### src/rtl/sram_burst_ctrl.sv
// sram_burst_ctrl: burst initiator for a single-port sram with a 2-entry read buffer hiding read latency.
// Define SRAM_CTRL_STRIDE_EN to add i_cmdStride (per-word address step); otherwise the step is 1.
module sram_burst_ctrl #(
  parameter int WIDTH      = 16,
  parameter int ADDR_WIDTH = 4,
  parameter int LEN_WIDTH  = 5
) (
  input  logic                  i_clk,
  input  logic                  i_rst_N,
  input  logic                  i_cmdValid,
  output logic                  o_cmdReady,
  input  logic                  i_cmdWr,
  input  logic [ADDR_WIDTH-1:0] i_cmdAddr,
`ifdef SRAM_CTRL_STRIDE_EN
  input  logic [ADDR_WIDTH-1:0] i_cmdStride,
`endif
  input  logic [LEN_WIDTH-1:0]  i_cmdLen,
  input  logic                  i_wrValid,
  output logic                  o_wrReady,
  input  logic [WIDTH-1:0]      i_wrData,
  output logic                  o_rdValid,
  input  logic                  i_rdReady,
  output logic [WIDTH-1:0]      o_rdData,
  output logic                  o_busy,
  output logic                  o_done,
  output logic                  o_ce_N,
  output logic                  o_rdWr_N,
  output logic [ADDR_WIDTH-1:0] o_ramAddr,
  output logic [WIDTH-1:0]      o_ramData,
  input  logic [WIDTH-1:0]      i_ramData
);
  typedef enum logic [1:0] {IDLE, WR, RD, DONE} state_t;
  state_t state, state_nx;
  logic [ADDR_WIDTH-1:0] addr, stride;
  logic [LEN_WIDTH-1:0] rem;
  logic [1:0] cnt;
  logic [WIDTH-1:0] head, tail;
  logic inflight, cmd_fire, wr_fire, pop, issue, step, rd_end;
  logic [2:0] occ;
`ifdef SRAM_CTRL_STRIDE_EN
  always_ff @(posedge i_clk or negedge i_rst_N)
    if (!i_rst_N) stride <= '0;
    else if (cmd_fire) stride <= i_cmdStride;
`else
  assign stride = ADDR_WIDTH'(1);
`endif
  assign o_cmdReady = state == IDLE;
  assign o_wrReady  = state == WR;
  assign o_busy     = state != IDLE;
  assign o_done     = state == DONE;
  assign o_rdValid  = cnt != 2'd0;
  assign o_rdData   = head;
  assign o_ramAddr  = addr;
  assign o_ramData  = i_wrData;
  assign cmd_fire   = i_cmdValid & o_cmdReady;
  assign wr_fire    = i_wrValid & o_wrReady;
  assign pop        = o_rdValid & i_rdReady;
  // Buffered words plus the word in flight, after this cycle's pop, must leave room for one more.
  assign occ        = {1'b0, cnt} + {2'b0, inflight} - {2'b0, pop};
  assign issue      = (state == RD) && (rem != '0) && (occ < 3'd2);
  assign step       = wr_fire | issue;
  assign o_ce_N     = ~step;
  assign o_rdWr_N   = ~wr_fire;
  assign rd_end     = (rem == '0) && !inflight && (cnt == {1'b0, pop});
  always_comb begin
    state_nx = state;
    case (state)
      IDLE: if (i_cmdValid) state_nx = (i_cmdLen == '0) ? DONE : i_cmdWr ? WR : RD;
      WR:   if (wr_fire && rem == LEN_WIDTH'(1)) state_nx = DONE;
      RD:   if (rd_end) state_nx = DONE;
      default: state_nx = IDLE;
    endcase
  end
  always_ff @(posedge i_clk or negedge i_rst_N)
    if (!i_rst_N) begin
      state    <= IDLE;
      addr     <= '0;
      rem      <= '0;
      inflight <= 1'b0;
      cnt      <= 2'd0;
      head     <= '0;
      tail     <= '0;
    end else begin
      state    <= state_nx;
      inflight <= issue;
      cnt      <= cnt + {1'b0, inflight} - {1'b0, pop};
      if (cmd_fire) begin
        addr <= i_cmdAddr;
        rem  <= i_cmdLen;
      end else if (step) begin
        addr <= addr + stride;
        rem  <= rem - LEN_WIDTH'(1);
      end
      // Pop shifts the tail forward; the returning word lands in the first free slot after the pop.
      if (pop) head <= tail;
      if (inflight) begin
        if (cnt == {1'b0, pop}) head <= i_ramData;
        else tail <= i_ramData;
      end
    end
endmodule

### config.mk
export PLATFORM = sky130hd
export DESIGN_NAME = sram_burst_ctrl
export DESIGN_NICKNAME = d
export VERILOG_FILES = /design/src/rtl/sram_burst_ctrl.sv
export SDC_FILE = /design/constraint.sdc
export NUM_CORES = 1
export LEC_CHECK = 0
export ABC_AREA = 1
export CORE_ASPECT_RATIO = 0.5
export CORE_MARGIN = 2
export CORE_UTILIZATION = 41
export CTS_CLUSTER_DIAMETER = 200
export DETAILED_ROUTE_END_ITERATION = 16
export PLACE_DENSITY = 0.77
export SLEW_MARGIN = 25
export SYNTH_ARGS = -nofsm -noshare
export SYNTH_HDL_FRONTEND = slang
export SYNTH_SLANG_ARGS = --single-unit
export TNS_END_PERCENT = 10
### constraint.sdc
create_clock -name i_clk -period 2.65 [get_ports i_clk]
set_clock_uncertainty 0.1 [all_clocks]
set_input_delay 0.3975 -clock i_clk [delete_from_list [all_inputs] [get_ports i_clk]]
set_output_delay 0.3975 -clock i_clk [all_outputs]
set_load 0.01 [all_outputs]
==> out/qor.json <==
{
  "clock_network": {
    "htreeDepth": 2,
    "cts.sink_count": 46,
    "clock-root-buffer": "sky130_fd_sc_hd__clkbuf_16",
    "cts_buffers": 5,
    "tritoncts": "done",
    "clock_insertion_delay_at_the_later_pin_of_the_skew_report_ns": 0.28,
    "number_of_buffers_on_the_longest_clock_path": 2,
    "clkTransAtPathRegs_ns": 0.06
  },
  "detailed_routing": {
    "drt-total-wl_mm": 5.68,
    "drtAntennaViolNets": 0,
    "drtPass1Iterations": 4,
    "wl_per_cell_um": 13.3,
    "post-route-drc-count": 0,
    "route.vias.total": 2103,
    "initialDrtViolationCount": 49,
    "vias_per_cell": 4.93
  },
  "setup_path": {
    "timing.critical_path.required_ns": 2.15,
    "worst-endpoint-arrival_ns": 2.20,
    "launching_element_type_of_the_critical_path": "register",
    "timing.critical_path.fanout_max": 3,
    "crit_path_end_kind": "output pin",
    "path_class": "reg -> out",
    "worst_reg_to_reg_setup_slack_ns": 0.25
  },
  "synth": {
    "area_fraction_of_the_dominant_cell_type_after_synthesis_pct": 44.9,
    "yosysWarningCount": 0,
    "synthesis.nets": 340,
    "synth_xor_xnor_area_share_pct": 1.02,
    "dominant_combinational_cell_family_by_area_after_synthesis": "simple AND/OR/NAND/NOR gates",
    "synth.area.top_cells": "sky130_fd_sc_hd__dfrtp_1 45%, sky130_fd_sc_hd__nand2_1 10%, sky130_fd_sc_hd__mux2_4 5.9%",
    "post_synth_and_or_nand_nor_area_fraction_pct": 22.7,
    "syn_inst": 283,
    "synth-compound-area-share_pct": 6.88,
    "dominantRegCellSynth": "sky130_fd_sc_hd__dfrtp_1",
    "synth_cell_area_mm2": 0.00256,
    "post-synth-top-area-cell": "sky130_fd_sc_hd__dfrtp_1",
    "post_synth.cell_area_avg_um2": 9.06,
    "synth_cell_types": 26,
    "yosys.area_share.adder_pct": 5.17,
    "yosys-mux-area-fraction_pct": 8.49,
    "synth-edff-count": 0,
    "ys_async_sr_fraction_pct": 100,
    "synth_seq_cells": 46,
    "sequential_area_share_after_synthesis_pct": 44.9
  },
  "final_layout": {
    "area_overhead_vs_synth_pct": 31.4,
    "drive_above_1_share_pct": 19.2,
    "antenna_diodes": 0,
    "final_core_util_pct": 55.6,
    "layoutNonFillerInstCount": 427,
    "layout_commonest_cell": "sky130_fd_sc_hd__nand2_1",
    "nNetsFinal": 395,
    "final_cell_mix": "66 x sky130_fd_sc_hd__nand2_1, 54 x sky130_fd_sc_hd__clkdlybuf4s50_1, 46 x sky130_fd_sc_hd__dfrtp_1"
  },
  "global_routing": {
    "grt_util_met1_pct": 21.5,
    "gr-max-usage-layer": "met2",
    "grt_antenna_before_repair": 0,
    "number_of_global_route_vias_before_repair": 2046,
    "grt.met3_usage_pct": 3.14,
    "gr-usage-met2_pct": 30.5,
    "grt_start_max_net_pins": 47,
    "grt_total_ovfl": 0,
    "grt_first_pass_wirelength_mm": 9.24,
    "global_route.usage.total_pct": 17.0
  },
  "power_and_ir_drop": {
    "ir_drop_mv": 0.361,
    "power_density_mw_per_mm2": 1190,
    "p_leak_nw": 1.60
  },
  "floorplan": {
    "floorplan.core_area_mm2": 0.00606,
    "die_outline_area_mm2": 0.00694,
    "core.rowCount": 20,
    "chipHeight_um": 59.9,
    "floorplan.die.width_um": 116,
    "num_io_pins": 90,
    "floorplan.initialDensity_pct": 42.4
  },
  "placement": {
    "place_ws_ns": -0.706,
    "dpl_cells": 412,
    "dpl.hpwl_mm": 3.91,
    "gp_congestion": 0.803,
    "buffer_ports.inserted": 57
  },
  "timing": {
    "final_setup_viols": 1,
    "fmax_mhz": 371,
    "least_margin_pin_slew_ns": 0.566,
    "drv_slew": 0,
    "hold_violations": 0,
    "whs_ns": 0.0916,
    "relative_slew_margins_pct": 62.3,
    "post-route-period-util_pct": 102,
    "unrepaired_setup_endpoints_after_global_routing": "yes",
    "finalCriticalPeriod_ns": 2.69,
    "setup_slack_ns": -0.0427
  },
  "worst_hold_path": {
    "min_path_type": "in -> async"
  },
  "status": {
    "violated_checks": "negative setup slack",
    "outcome": "finished with violations"
  },
  "job": {
    "maxCapViolations": 0
  }
}
-- worst paths after layout --
check	from	to	depth (start not counted)
worst max-delay path	cnt[1]	o_ce_N	14
worst min-delay path	i_rst_N	o_rdData[4]	2
worst max register to register	cnt[1]	o_ramAddr[3]	16
worst min register to register	tail[8]	tail[8]	1
max in group asynchronous	i_rst_N	o_ramAddr[1]	2
min in group i_clk	tail[8]	tail[8]	1
-- kinds of logic (layout without fill, tap and decap cells) --
kind of cell,after synthesis,after routing
compound gates,31,31
xor+xnor,3,3
fa+ha+maj,10,10
buf+inv,48,104
flops,46,46
mux,16,16
simple gates,129,129
-- power by group --
group,switching (mW),internal [mW],total (mW)
Clock,0.258,0.350,0.608
Sequential,0.230,1.05,1.28
Combinational,1.03,1.10,2.13
Total,1.52,2.50,4.02
-- critical path, stage by stage (launching register included) --
cell and delay [ns]:
sky130_fd_sc_hd__dfrtp_1 0.36, sky130_fd_sc_hd__inv_2 0.06, sky130_fd_sc_hd__nand2_4 0.09, sky130_fd_sc_hd__nand2_4 0.05
sky130_fd_sc_hd__nand2_2 0.06, sky130_fd_sc_hd__nand2_2 0.06, sky130_fd_sc_hd__ha_4 0.16, sky130_fd_sc_hd__fa_2 0.55
sky130_fd_sc_hd__inv_2 0.04, sky130_fd_sc_hd__nand2_2 0.05, sky130_fd_sc_hd__a21oi_2 0.03, sky130_fd_sc_hd__nand3b_1 0.12
sky130_fd_sc_hd__inv_2 0.05, sky130_fd_sc_hd__a21oi_2 0.10, sky130_fd_sc_hd__buf_2 0.14
-- synth_stat cells, types with 3 or more instances --
cell type and count:
sky130_fd_sc_hd__clkbuf_1 3, sky130_fd_sc_hd__ha_1 9, sky130_fd_sc_hd__mux2_4 10, sky130_fd_sc_hd__a31oi_1 17
sky130_fd_sc_hd__nand3_1 21, sky130_fd_sc_hd__buf_4 19, sky130_fd_sc_hd__nand2_1 69, sky130_fd_sc_hd__nor2_1 21
sky130_fd_sc_hd__a21oi_1 4, sky130_fd_sc_hd__buf_2 4, sky130_fd_sc_hd__mux2_2 6, sky130_fd_sc_hd__buf_6 3
sky130_fd_sc_hd__inv_1 18, sky130_fd_sc_hd__o21ai_0 10, sky130_fd_sc_hd__dfrtp_1 46, sky130_fd_sc_hd__nand4_1 10
-- final cells by class --
class	count	area, µm²
fill	545	2690
tap	88	110
inverter	19	71.3
sequential	46	1150
multi-input combinational	189	1180
clock buffer	6	129
clock inverter	2	13.8
timing repair buffer	77	709
-- sequential cells by signal, indices dropped and copies added (netlist names) --
| register | cells |
|---|---|
| cnt | 2 |
| o_rdData | 16 |
| inflight | 1 |
| rem | 5 |
| state | 2 |
| tail | 16 |
| o_ramAddr | 4 |
-- routing by layer --
metal	part of all wire [%]	routed length [µm]
met2	52	2950
met5	0	0
met4	1.1	65
met1	43	2440
met3	3.9	224
-- timing repair --
action                                  in CTS  in global routing
gates resized for setup                      8                  6
endpoints found under the setup margin       2                 10
hold buffers                                 0                  0
setup buffers                                6                  1
pin swaps                                    2                  5
-- metrics by stage --
stage          total power, mW  cell area (µm²)  TNS (ns)
3_5_place_dp              3.29             3150     -3.21
4_1_cts                   3.98             3330   -0.0445
5_1_grt                   4.36             3370    -0.231
3_3_place_gp              3.21             3150     -2.33
2_1_floorplan             2.58             2600   -0.0177
6_report                  4.02             3370   -0.0427
(Power assumes the default switching activity.)
